File: src/rtl/mem_access_sequencer.sv
`default_nettype none
// ============================================================================
// Module   : mem_access_sequencer
// Purpose  : Load/store sequencer in front of a 1-cycle-latency synchronous
//            data memory. Accepts one request per handshake. Splits misaligned
//            half/word accesses into two aligned word accesses. Merges the
//            returned words and sign/zero-extends load data. Returns one
//            registered response.
// Macro    : MISALIGNED_SPLIT_EN - when defined, misaligned accesses are split
//            into two memory accesses. When undefined, a misaligned access
//            never touches memory and completes with resp_fault=1.
// Ports    : clk, rst_n (async active-low)
//            req_*  : request handshake (valid/ready), we, size, unsigned,
//                     byte address and right-justified store data
//            mem_*  : memory strobe, write enable, word address, byte
//                     strobes, lane-aligned data; rdata/fault return
//            resp_* : response handshake, extended load data, fault
// Revision : 1.0 - initial release
// ============================================================================
module mem_access_sequencer #(
    parameter int ADDR_W = 32
) (
    input  logic              clk,
    input  logic              rst_n,
    input  logic              req_valid,
    output logic              req_ready,
    input  logic              req_we,
    input  logic [1:0]        req_size,
    input  logic              req_unsigned,
    input  logic [ADDR_W-1:0] req_addr,
    input  logic [31:0]       req_wdata,
    output logic              mem_en,
    output logic              mem_we,
    output logic [ADDR_W-3:0] mem_word_addr,
    output logic [3:0]        mem_wstrb,
    output logic [31:0]       mem_wdata,
    input  logic [31:0]       mem_rdata,
    input  logic              mem_fault,
    output logic              resp_valid,
    input  logic              resp_ready,
    output logic [31:0]       resp_rdata,
    output logic              resp_fault
);

    localparam int c_WA_W = ADDR_W - 2;
    localparam logic [c_WA_W-1:0] c_WA_ONE = {{(c_WA_W-1){1'b0}}, 1'b1};

    typedef enum logic [2:0] {
        S_IDLE = 3'd0,
        S_ACC0 = 3'd1,
        S_ACC1 = 3'd2,
        S_DONE = 3'd3,
        S_RESP = 3'd4
    } state_t;

    state_t r_state;

    // Latched request
    logic        r_we;
    logic [1:0]  r_size;
    logic        r_unsigned;
    logic [1:0]  r_off;

    // Registered outputs
    logic              r_req_ready;
    logic              r_mem_en;
    logic              r_mem_we;
    logic [c_WA_W-1:0] r_mem_word_addr;
    logic [3:0]        r_mem_wstrb;
    logic [31:0]       r_mem_wdata;
    logic              r_resp_valid;
    logic [31:0]       r_resp_rdata;
    logic              r_resp_fault;

    // ------------------------------------------------------------------
    // Request decode
    // ------------------------------------------------------------------
    logic [1:0] w_req_off;
    logic       w_req_misaligned;
    logic [3:0] w_lane_base;

    assign w_req_off        = req_addr[1:0];
    // Size 2'b11 is treated as a word everywhere, hence req_size[1].
    assign w_req_misaligned = ((req_size == 2'b01) && (w_req_off == 2'd3)) ||
                              (req_size[1] && (w_req_off != 2'd0));

    always_comb begin
        w_lane_base = 4'hF;
        case (req_size)
            2'b00:   w_lane_base = 4'h1;
            2'b01:   w_lane_base = 4'h3;
            default: w_lane_base = 4'hF;
        endcase
    end

`ifdef MISALIGNED_SPLIT_EN
    // The upper nibble/word of these shifted values is what spills into the
    // second access of a split request.
    logic [7:0]  w_lane_mask;
    logic [63:0] w_lane_data;
    assign w_lane_mask = {4'b0000, w_lane_base} << w_req_off;
    assign w_lane_data = {32'd0, req_wdata} << {w_req_off, 3'b000};

    logic        r_split;
    logic [3:0]  r_strb1;
    logic [31:0] r_wdata1;
    logic [31:0] r_word0;
    logic        r_fault0;
`else
    logic [3:0]  w_lane_mask;
    logic [31:0] w_lane_data;
    assign w_lane_mask = w_lane_base << w_req_off;
    assign w_lane_data = req_wdata << {w_req_off, 3'b000};

    logic        r_misalign;
`endif

    // ------------------------------------------------------------------
    // Load assembly, evaluated while in DONE (final word on mem_rdata)
    // ------------------------------------------------------------------
    logic [31:0] w_shifted;
    logic [31:0] w_extended;
    logic        w_fault_all;

`ifdef MISALIGNED_SPLIT_EN
    logic [31:0] w_word_lo;
    logic [31:0] w_word_hi;
    assign w_word_lo   = r_split ? r_word0   : mem_rdata;
    assign w_word_hi   = r_split ? mem_rdata : 32'd0;
    assign w_shifted   = 32'({w_word_hi, w_word_lo} >> {r_off, 3'b000});
    assign w_fault_all = mem_fault | (r_split & r_fault0);
`else
    assign w_shifted   = mem_rdata >> {r_off, 3'b000};
    // A bypassed misaligned request made no access, so its fault is the
    // misalignment itself and mem_rdata/mem_fault are meaningless.
    assign w_fault_all = r_misalign | mem_fault;
`endif

    always_comb begin
        w_extended = w_shifted;
        case (r_size)
            2'b00:   w_extended = {{24{~r_unsigned & w_shifted[7]}},  w_shifted[7:0]};
            2'b01:   w_extended = {{16{~r_unsigned & w_shifted[15]}}, w_shifted[15:0]};
            default: w_extended = w_shifted;
        endcase
    end

    // ------------------------------------------------------------------
    // Sequencer
    // ------------------------------------------------------------------
    always_ff @(posedge clk or negedge rst_n) begin
        if (!rst_n) begin
            r_state         <= S_IDLE;
            r_we            <= 1'b0;
            r_size          <= 2'b00;
            r_unsigned      <= 1'b0;
            r_off           <= 2'b00;
            r_req_ready     <= 1'b1;
            r_mem_en        <= 1'b0;
            r_mem_we        <= 1'b0;
            r_mem_word_addr <= '0;
            r_mem_wstrb     <= 4'h0;
            r_mem_wdata     <= 32'd0;
            r_resp_valid    <= 1'b0;
            r_resp_rdata    <= 32'd0;
            r_resp_fault    <= 1'b0;
`ifdef MISALIGNED_SPLIT_EN
            r_split         <= 1'b0;
            r_strb1         <= 4'h0;
            r_wdata1        <= 32'd0;
            r_word0         <= 32'd0;
            r_fault0        <= 1'b0;
`else
            r_misalign      <= 1'b0;
`endif
        end else begin
            case (r_state)
                S_IDLE: begin
                    if (req_valid) begin
                        r_req_ready     <= 1'b0;
                        r_we            <= req_we;
                        r_size          <= req_size;
                        r_unsigned      <= req_unsigned;
                        r_off           <= w_req_off;
                        r_mem_word_addr <= req_addr[ADDR_W-1:2];
                        r_mem_we        <= req_we;
                        r_mem_wstrb     <= req_we ? w_lane_mask[3:0] : 4'h0;
                        r_mem_wdata     <= req_we ? w_lane_data[31:0] : 32'd0;
`ifdef MISALIGNED_SPLIT_EN
                        r_split         <= w_req_misaligned;
                        r_strb1         <= req_we ? w_lane_mask[7:4] : 4'h0;
                        r_wdata1        <= req_we ? w_lane_data[63:32] : 32'd0;
                        r_mem_en        <= 1'b1;
                        r_state         <= S_ACC0;
`else
                        r_misalign      <= w_req_misaligned;
                        r_mem_en        <= ~w_req_misaligned;
                        r_state         <= w_req_misaligned ? S_DONE : S_ACC0;
`endif
                    end
                end

                S_ACC0: begin
`ifdef MISALIGNED_SPLIT_EN
                    if (r_split) begin
                        // Second word address wraps modulo 2^c_WA_W.
                        r_mem_word_addr <= r_mem_word_addr + c_WA_ONE;
                        r_mem_wstrb     <= r_strb1;
                        r_mem_wdata     <= r_wdata1;
                        r_state         <= S_ACC1;
                    end else begin
                        r_mem_en        <= 1'b0;
                        r_mem_we        <= 1'b0;
                        r_mem_wstrb     <= 4'h0;
                        r_mem_wdata     <= 32'd0;
                        r_state         <= S_DONE;
                    end
`else
                    r_mem_en    <= 1'b0;
                    r_mem_we    <= 1'b0;
                    r_mem_wstrb <= 4'h0;
                    r_mem_wdata <= 32'd0;
                    r_state     <= S_DONE;
`endif
                end

`ifdef MISALIGNED_SPLIT_EN
                S_ACC1: begin
                    // Result of the first access is on the memory bus now.
                    r_word0     <= mem_rdata;
                    r_fault0    <= mem_fault;
                    r_mem_en    <= 1'b0;
                    r_mem_we    <= 1'b0;
                    r_mem_wstrb <= 4'h0;
                    r_mem_wdata <= 32'd0;
                    r_state     <= S_DONE;
                end
`endif

                S_DONE: begin
                    r_resp_valid <= 1'b1;
                    r_resp_fault <= w_fault_all;
                    r_resp_rdata <= (r_we | w_fault_all) ? 32'd0 : w_extended;
                    r_state      <= S_RESP;
                end

                S_RESP: begin
                    if (resp_ready) begin
                        r_resp_valid <= 1'b0;
                        r_req_ready  <= 1'b1;
                        r_state      <= S_IDLE;
                    end
                end

                default: begin
                    r_mem_en     <= 1'b0;
                    r_mem_we     <= 1'b0;
                    r_resp_valid <= 1'b0;
                    r_req_ready  <= 1'b1;
                    r_state      <= S_IDLE;
                end
            endcase
        end
    end

    assign req_ready     = r_req_ready;
    assign mem_en        = r_mem_en;
    assign mem_we        = r_mem_we;
    assign mem_word_addr = r_mem_word_addr;
    assign mem_wstrb     = r_mem_wstrb;
    assign mem_wdata     = r_mem_wdata;
    assign resp_valid    = r_resp_valid;
    assign resp_rdata    = r_resp_rdata;
    assign resp_fault    = r_resp_fault;

endmodule
`default_nettype wire

File: config.mk
export PLATFORM = sky130hd
export DESIGN_NAME = mem_access_sequencer
export DESIGN_NICKNAME = d
export VERILOG_FILES = /design/src/rtl/mem_access_sequencer.sv
export SDC_FILE = /design/constraint.sdc
export NUM_CORES = 1
export LEC_CHECK = 0
export CAP_MARGIN = 10
export CORE_AREA = 2 2 135 137
export CTS_CLUSTER_DIAMETER = 40
export CTS_CLUSTER_SIZE = 24
export DETAILED_ROUTE_END_ITERATION = 10
export DIE_AREA = 0 0 137 139
export GPL_TIMING_DRIVEN = 0
export PLACE_DENSITY = 0.57
export RECOVER_POWER = 50
export SLEW_MARGIN = 5
export SYNTH_ARGS = -nofsm -noshare
export SYNTH_HDL_FRONTEND = slang
export SYNTH_SLANG_ARGS = --single-unit
File: constraint.sdc
create_clock -name clk -period 3 [get_ports clk]
set_input_delay 0.6 -clock clk [delete_from_list [all_inputs] [get_ports clk]]
set_output_delay 0.6 -clock clk [all_outputs]
set_load 0.02 [all_outputs]
After elaboration in Yosys (flattened, before gate mapping)
Index checks and enable logic that the tools add are counted.
{"block": "op_classes", "eq_ne": 8, "shifts": 3, "muxes": 22, "n_bitwise": 9, "reduce_logical": 17}
{"operator": "32-bit one-hot mux with 2 select lines", "count": 2}
{"operator": "32-bit two-way mux", "count": 3}
{"operator": "32-bit by 5-bit << shifter with 32-bit output", "count": 1}
{"operator": "32-bit by 5-bit >> shifter with 32-bit output", "count": 1}
{"operator": "4-bit one-hot mux with 2 select lines", "count": 2}
{"operator": "3-bit one-hot mux with 4 select lines", "count": 1}
{"operator": "2-bit AND reduction", "count": 5}
{"operator": "4-bit two-way mux", "count": 2}
{"operator": "3-bit two-way mux", "count": 2}
{"operator": "1-bit one-hot mux with 3 select lines", "count": 2}
{"operator": "2-bit OR reduction", "count": 3}
{"operator": "1-bit two-way mux", "count": 5}
{"operator": "1-bit NOT", "count": 5}
{"operator": "2-bit by 1-bit equality test with 1-bit output, second input constant", "count": 2}
{"operator": "2-bit zero test", "count": 2}
{"operator": "2-bit != test, second input constant", "count": 2}
{"operator": "1-bit one-hot mux with 2 select lines", "count": 2}
{"operator": "2-bit nonzero test", "count": 2}
{"operator": "4-bit by 2-bit << shifter with 4-bit output", "count": 1}
{"operator": "3-bit by 1-bit equality test with 1-bit output, second input constant", "count": 1}
{"operator": "3-bit by 2-bit equality test with 1-bit output, second input constant", "count": 1}
{"operator": "3-bit equality test, second input constant", "count": 1}
{"operator": "3-bit zero test", "count": 1}
{"operator": "3-bit AND reduction", "count": 1}
{"operator": "6 further kinds", "count": 9}
{"block": "word_totals", "register_bits": 113, "inputBits": 105, "output_inout_bits": 103, "word_cells": 74}

Longest topological paths before layout
Gate-level depths: netlist (run 1).
{"block": "logic_depth", "depth_word": 6, "depth_mapped": 7}

Worst setup path before layout (run 1)
OpenSTA, ideal clock, no wires.
{"block": "synth_path", "path_kind": "input port to flip-flop", "from": "input mem_fault", "to": "register r_resp_rdata[28] (netlist: resp_rdata[28])", "t_arrival_ns": 1.970, "t_required_ns": 2.933, "path_slack_ns": 0.963, "stages": 5, "path_cell_list": "or4_1 buf_2 a2111oi_4 buf_6 a221o_1"}
{"block": "synth_via", "elab_chain_cells": 3}
{"item": "start, declared", "line": "38", "rtl": "input logic mem_fault,"}
{"item": "1-bit OR", "line": "136", "rtl": "assign w_fault_all = r_misalign | mem_fault;"}
{"item": "1-bit OR", "line": "243", "rtl": "r_resp_rdata <= (r_we | w_fault_all) ? 32'd0 : w_extended;"}
{"item": "32-bit two-way mux", "line": "243"}
{"item": "end signal, assigned", "line": "243"}
{"item": "end, declared", "line": "72", "rtl": "logic [31:0] r_resp_rdata;"}
Every way passes these cells.
A chain may end at the register's enable or synchronous reset.

Worst setup path after layout (run 1)
{"block": "layout_path", "from": "input req_addr[0]", "to": "register r_mem_wdata[22] (netlist: mem_wdata[22])"}
{"block": "layout_via", "elab_chain_cells": 4}
{"item": "start, declared", "line": "30", "rtl": "input logic [ADDR_W-1:0] req_addr,"}
{"item": "32-bit by 5-bit << shifter with 32-bit output", "line": "113", "rtl": "assign w_lane_data = req_wdata << {w_req_off, 3'b000};"}
{"item": "32-bit two-way mux", "line": "188", "rtl": "r_mem_wdata <= req_we ? w_lane_data[31:0] : 32'd0;"}
{"item": "32-bit two-way mux", "line": "179", "rtl": "if (req_valid) begin"}
{"item": "32-bit one-hot mux with 2 select lines", "line": "177", "rtl": "case (r_state)"}
{"item": "end signal, assigned", "line": "188"}
{"item": "end, declared", "line": "70", "rtl": "logic [31:0] r_mem_wdata;"}
Every way passes these cells. The select of a mux whose other input is x is not followed.

==> summary.md, run 1 <==
| Metric | Value |
|---|---|
| FMAX | `roughly 400 MHz` |
| Slew Limit Fails | `38` |
| Insertion delay to the later sink of the worst-skew pair | `about 0.4 ns` |
| Met3 usage | `0.0625` |
| Drt total wl | `between 15 and 20 mm` |
| Core Area | `about 0.018 mm²` |
| Gr usage total | `0.183` |
| Worst-path clk slew | `around 0.06 ns` |
| Vias in the first global route | `around 4,700` |
| Worst Hold Class | `reg -> reg` |
| FP Rows | `49` |
| Diode count | `0` |
| Via count | `4,581` |
| Seq/Total Area, Yosys | `0.543` |
| Critical Path AT | `2.79 ns` |
| Mean Syn Cell Area | `approximately 12 µm²` |
| Max VDD drop | `between 400 and 500 µV` |
| Clock Path Buffers | `2` |
| DRC | `0` |
| RSZ-0062 raised after global routing | `false` |
| Hold_ws | `around 0.47 ns` |
| Met2 usage | `0.285` |
| Worst setup path endpoint | `mem_wdata[22]$_DFFE_PN0P_` |
| Pre-Repair DR Iteration Count | `5` |
| Leak | `about 3.6 nW` |
| RR Startpoint | `r_state[0]$_DFFE_PN0P_` |
| Met1 usage | `0.234` |
| Status | `finished, violations left` |
| DR WL/cell | `18.6 µm` |
| Reg2reg path depth | `7` |
| Setup CP Type | `in -> reg` |
| Pin count of the biggest net entering global routing | `a little under 80` |
| Post-CTS Resized | `0` |
| Die W | `137 µm` |
| CP Max Fanout | `10` |
| Top Ports | `208` |
| H-Tree Depth | `4` |
| Final setup vio count | `0` |
| Pre-CTS worst setup slack | `0.0913 ns` |
| Share of cells above drive strength 1 | `0.142` |
| First-pass GRT wire length | `~27 mm` |
| Critical path endpoint category | `register` |
| GR Overflow Total | `0` |
| Die height | `about 140 µm` |
| Unique masters post-synth | `36` |
| Flop-to-flop setup slack | `slightly below 0.7 ns` |
| Failing checks | `capacitance limit, slew limit` |
| Post-DRT Antenna Nets | `0` |
| Final min period | `2.49 ns` |
| # fillers | `1,646` |
| Slew @ Worst Pin | `2.21 ns` |
| Vias per inst | `~5.0` |
| Setup WS post-layout | `a little over 0.5 ns` |
| Clk_skew | `~0.0063 ns` |
| DIE AREA | `approximately 0.019 mm²` |
| CTS tree | `built` |
| Hold buffers post-CTS | `0` |
| Crit share post-route | `0.830` |
| Initial antenna violation count | `0` |
| Grt peak-use layer | `met2` |
| Starting Density | `0.295` |
| Yosys warnings | `0` |
| Clk root buf | `clkbuf_16` |
| Cell area power density | `between 1000 and 1500 mW/mm²` |
| Total CTS buffers | `17` |
| Synth Instances | `approximately 450` |
| Mapped Nets | `approximately 560` |
| Worst Setup SP | `req_addr[0]` |
| Area grow syn2layout | `57.8%` |
| Max-Cap Viols | `1` |
| Yosys reg bits | `between 100 and 150` |
| Final hold vios | `0` |
| Crit Reg-Reg Endpoint | `mem_wstrb[3]$_DFFE_PN0P_` |
| Worst Path Required | `3.30 ns` |
| Slew headroom | `-0.475` |
| Placer Congestion | `between 0.8 and 0.9` |
| Nets | `783` |
| 1st-iter DRT viols | `between 200 and 300` |
| Clk sink count | `about 110` |
| Hpwl dp | `12.7 mm` |
| Setup bufs post-CTS | `0` |
| Post-synthesis instance area | `roughly 0.0052 mm²` |
| PortBufs | `207` |
| Worst setup SP type | `input port` |
==> cell families (layout without fill, tap and decap cells) <==
kind of cell           Yosys count  count (layout)  share of synthesized area
AND/OR/NAND/NOR                102             102                     0.0977
multiplexers                    75              75                      0.157
AO/OA/AOI/OAI                  123             123                      0.172
flip-flops                     113             113                      0.543
buffers and inverters           38             278                     0.0312
==> per-stage QoR <==
stage	power (mW)	setup TNS [ns]	cells	util	area, µm²
floorplan	4.57	0	451	-	5210
CTS	8.62	0	920	0.466	8240
detailed placement	6.37	0	888	0.430	7600
finish	8.43	0	920	0.466	8230
global route	8.92	0	920	0.466	8230
global placement	6.31	-355.24	887	0.429	7570
==> cells in the mapped netlist (all sizes together) <==
cell type | count | share of area
and4b | 1 | 0.0019
a2bb2oi | 1 | 0.0017
a221o | 17 | 0.034
a32o | 8 | 0.015
buf | 16 | 0.015
mux2i | 31 | 0.060
a211o | 9 | 0.015
a21oi | 17 | 0.016
clkbuf | 20 | 0.014
a31oi | 1 | 0.0012
nor2b | 10 | 0.012
or4 | 2 | 0.0029
nor3b | 2 | 0.0029
o21a | 2 | 0.0029
a21o | 3 | 0.0043
mux4 | 1 | 0.0043
o21ai | 45 | 0.043
a2111oi | 1 | 0.0053
nand2 | 45 | 0.032
a22o | 19 | 0.032
inv | 2 | 0.0014
nand3b | 10 | 0.014
dfstp | 1 | 0.0050
nand2b | 4 | 0.0048
or2 | 3 | 0.0036
nor4 | 1 | 0.0012
nor2 | 20 | 0.016
mux2 | 43 | 0.093
dfrtp | 112 | 0.54
nor3 | 4 | 0.0058
==> cells in the final DEF, fill, tap and decap left out, types with 3 or more instances in the layout <==
| cell | netlist | final |
|---|---|---|
| buf_1 | 5 | 3 |
| a221o_1 | 10 | 10 |
| a221o_2 | 7 | 7 |
| a21o_1 | 3 | 3 |
| nand3b_1 | 10 | 10 |
| mux2i_1 | 31 | 31 |
| nand2b_1 | 4 | 4 |
| bufinv_16 | 0 | 5 |
| a22o_1 | 19 | 19 |
| clkinv_2 | 0 | 4 |
| nor2_1 | 19 | 19 |
| a21oi_1 | 17 | 17 |
| a32o_1 | 8 | 8 |
| dfrtp_1 | 112 | 112 |
| o21ai_0 | 44 | 44 |
| buf_2 | 10 | 8 |
| clkbuf_16 | 0 | 17 |
| clkdlybuf4s50_1 | 0 | 166 |
| clkbuf_1 | 20 | 28 |
| nor2b_1 | 10 | 10 |
| dlygate4sd3_1 | 0 | 40 |
| or2_2 | 3 | 3 |
| a211o_1 | 9 | 9 |
| mux2_2 | 43 | 43 |
| nand2_1 | 45 | 45 |
==> layout make-up <==
cell class	count	area (µm²)	area share
sequential	113	2830	0.344
tap	229	287	0.0348
multi-input combinational	300	2220	0.270
buffer	36	153	0.0186
inverter	2	7.51	0.000913
timing repair buffer	208	2090	0.254
clock inverter	11	185	0.0225
clock buffer	21	450	0.0548
==> critical path, cell delays in order <==
cell and delay, ns:
clkdlybuf4s50_1 0.56, clkbuf_1 0.43, buf_1 0.64, mux2i_1 0.26, o21ai_0 0.09, a22o_1 0.20
==> metal layers <==
metal	vias up	routed length, µm
li1	2107	-
met1	2270	7290
met2	178	8080
met3	26	1440
met4	0	329
met5	-	0
==> registers in the layout (all words and copies together), names as in the netlist <==
register       flops
resp_rdata        32
mem_wstrb          4
mem_en             1
mem_wdata         32
r_size             2
req_ready          1
mem_we             1
r_unsigned         1
resp_fault         1
r_misalign         1
r_off              2
resp_valid         1
r_state            3
mem_word_addr     30
r_we               1
==> worst min-delay path by stage <==
stage | from | end | slack, ns | cells past startpoint
after floorplan | rst_n | mem_en$_DFFE_PN0P_ | 0.30 | 0
after global placement | mem_wstrb[3]$_DFFE_PN0P_ | mem_wstrb[3]$_DFFE_PN0P_ | 0.46 | 2
after detailed placement | mem_wstrb[0]$_DFFE_PN0P_ | mem_wstrb[0]$_DFFE_PN0P_ | 0.47 | 1
after CTS | rst_n | resp_rdata[10]$_DFFE_PN0P_ | 0.09 | 1
after global routing | mem_wdata[24]$_DFFE_PN0P_ | mem_wdata[24]$_DFFE_PN0P_ | 0.49 | 1
final | resp_rdata[13]$_DFFE_PN0P_ | resp_rdata[13]$_DFFE_PN0P_ | 0.47 | 2
==> power by group <==
| part | internal (mW) | switching [mW] |
|---|---|---|
| clock network | 1.49 | 0.706 |
| logic | 1.76 | 1.97 |
| registers | 2.14 | 0.361 |
Note: power is estimated with default switching activity, not from simulation.
==> run 2: changes to the inputs <==
Settings changed: PLACE_DENSITY 0.57 to 0.6.
Clock period 3 ns to 2.14 ns, I/O delays scaled along.
==> summary.md, run 2 (same netlist as run 1, synthesis figures left out) <==
| Metric | Value |
|---|---|
| Slew Limit Fails | `0` |
| Clk_skew | `0.00578 ns` |
| Setup TNS | `0 ns` |
| Crit Reg-Reg Endpoint | `mem_wdata[5]$_DFFE_PN0P_` |
| Flop-to-flop setup slack | `0.10 ns` |
| DR WL/cell | `18.4 µm` |
| Drt total wl | `17.0 mm` |
| Leak | `between 3 and 4 nW` |
| Pin count of the biggest net entering global routing | `89` |
| Area grow syn2layout | `58.3%` |
| Clk sink count | `113` |
| Setup CP Type | `reg -> reg` |
| # fillers | `1,665` |
| RR Startpoint | `r_state[0]$_DFFE_PN0P_` |
| Max-Cap Viols | `0` |
| Placer Congestion | `a little over 0.9` |
| CP Max Fanout | `10` |
| GR Overflow Total | `0` |
| CTS tree | `built` |
| FF/Latch Area | `between 0.002 and 0.003 mm²` |
| Worst Setup SP | `r_state[0]$_DFFE_PN0P_` |
| Reg2reg path depth | `7` |
| Final min period | `roughly 2.0 ns` |
| Setup WS post-layout | `slightly above 0.1 ns` |
| Crit share post-route | `0.952` |
| Worst setup path endpoint | `mem_wdata[5]$_DFFE_PN0P_` |
| FP Rows | `slightly below 50` |
| Vias in the first global route | `around 5,000` |
| DIE AREA | `between 0.015 and 0.02 mm²` |
| Worst-path clk slew | `~0.050 ns` |
| Final hold vios | `0` |
| Total CTS buffers | `17` |
| H-Tree Depth | `4` |
| Slew @ Worst Pin | `around 0.82 ns` |
| Die height | `roughly 140 µm` |
| Worst Hold Class | `in -> async` |
| Slew headroom | `0.456` |
| Critical Path AT | `around 2.4 ns` |
| Hpwl dp | `~13 mm` |
| Status | `finished, final reports clean` |
| DRC | `0` |
| Pre-CTS worst setup slack | `-0.586 ns` |
| Footprint of the multi-input gates | `around 0.0022 mm²` |
| Worst setup SP type | `register` |
| Top Ports | `roughly 210` |
| Hold_ws | `0.442 ns` |
| Starting Density | `0.295` |
| 1st-iter DRT viols | `around 220` |
| Die W | `around 140 µm` |
| Initial antenna violation count | `0` |
| Nets | `785` |
| Post-DRT Antenna Nets | `0` |
| Via count | `between 4,000 and 5,000` |
| First-pass GRT wire length | `~27 mm` |
| PortBufs | `207` |
| Clk root buf | `clkbuf_16` |
| Vias per inst | `between 4 and 5` |
| Core Area | `0.0177 mm²` |
| Clock Path Buffers | `2` |
| Gr usage total | `0.181` |
| Diode count | `0` |
| Critical path endpoint category | `register` |
| FMAX | `between 400 and 500 MHz` |
| Core Util, Final | `0.467` |
| Insertion delay to the later sink of the worst-skew pair | `a little over 0.4 ns` |
| Most common cell after layout, fill and taps aside | `clkdlybuf4s50_1` |
| Design Area, Final | `around 0.0083 mm²` |
| Commonest non-fill, non-tap cells in the layout | `clkdlybuf4s50_1 (169), dfrtp_1 (111), nand2_1 (45)` |
| Pre-Repair DR Iteration Count | `5` |
| Worst Path Required | `~2.5 ns` |
| Final setup vio count | `0` |
| Max VDD drop | `between 500 and 600 µV` |
| Placement-stage cell area | `approximately 0.0076 mm²` |
| Cell area power density | `between 1000 and 1500 mW/mm²` |
| Share of cells above drive strength 1 | `0.163` |
==> run 2: layout make-up <==
class | instances | share of cell area
timing repair buffer | 212 | 0.258
clock inverter | 14 | 0.0200
inverter | 2 | 0.000910
sequential | 113 | 0.343
multi-input combinational | 300 | 0.272
buffer | 34 | 0.0185
clock buffer | 18 | 0.0520
tap | 229 | 0.0347
==> run 2: worst min-delay path by stage <==
stage / start / endpoint / slack (ns)
floorplan: rst_n / mem_en$_DFFE_PN0P_ / 0.13
global placement: resp_rdata[8]$_DFFE_PN0P_ / resp_rdata[8]$_DFFE_PN0P_ / 0.46
detailed placement: rst_n / resp_rdata[2]$_DFFE_PN0P_ / 0.31
CTS: rst_n / resp_rdata[2]$_DFFE_PN0P_ / 0.44
global route: rst_n / resp_rdata[2]$_DFFE_PN0P_ / 0.46
finish: rst_n / resp_rdata[2]$_DFFE_PN0P_ / 0.44
==> run 2: report_power, final <==
group	internal (mW)	total (mW)	switching, mW
combinational	2.50	5.28	2.78
clock	1.82	2.86	1.03
sequential	3.01	3.51	0.505
total	7.33	11.7	4.32
==> run 2: worst max-delay path: stages (launching register included) <==
cell	delay (ns)
dfrtp_1	0.35
clkbuf_4	0.17
or2_2	0.37
or4_1	0.48
buf_2	0.20
nor2_4	0.14
buf_12	0.14
a22o_1	0.13
==> run 2: layer usage <==
layer  wire (µm)  vias up  global-route usage
met5           0        -                   0
met4         389        0              0.0695
met3        1210       26              0.0537
met2        8350      165               0.299
met1        7010     2226               0.220
li1            -     2114                   -
==> run 2: through the flow <==
step                cells  power, mW
floorplan             451       6.41
global placement      887       8.81
detailed placement    888       8.94
CTS                   920       11.9
global route          922       12.3
finish                922       11.7
==> run 2: repair_timing <==
item	in CTS	in global routing
gates resized for setup	3	9
endpoints found under the hold margin	25	0
buffers inserted	1	2
pin swaps	2	2
endpoints found under the setup margin	52	75
hold buffers	1	0
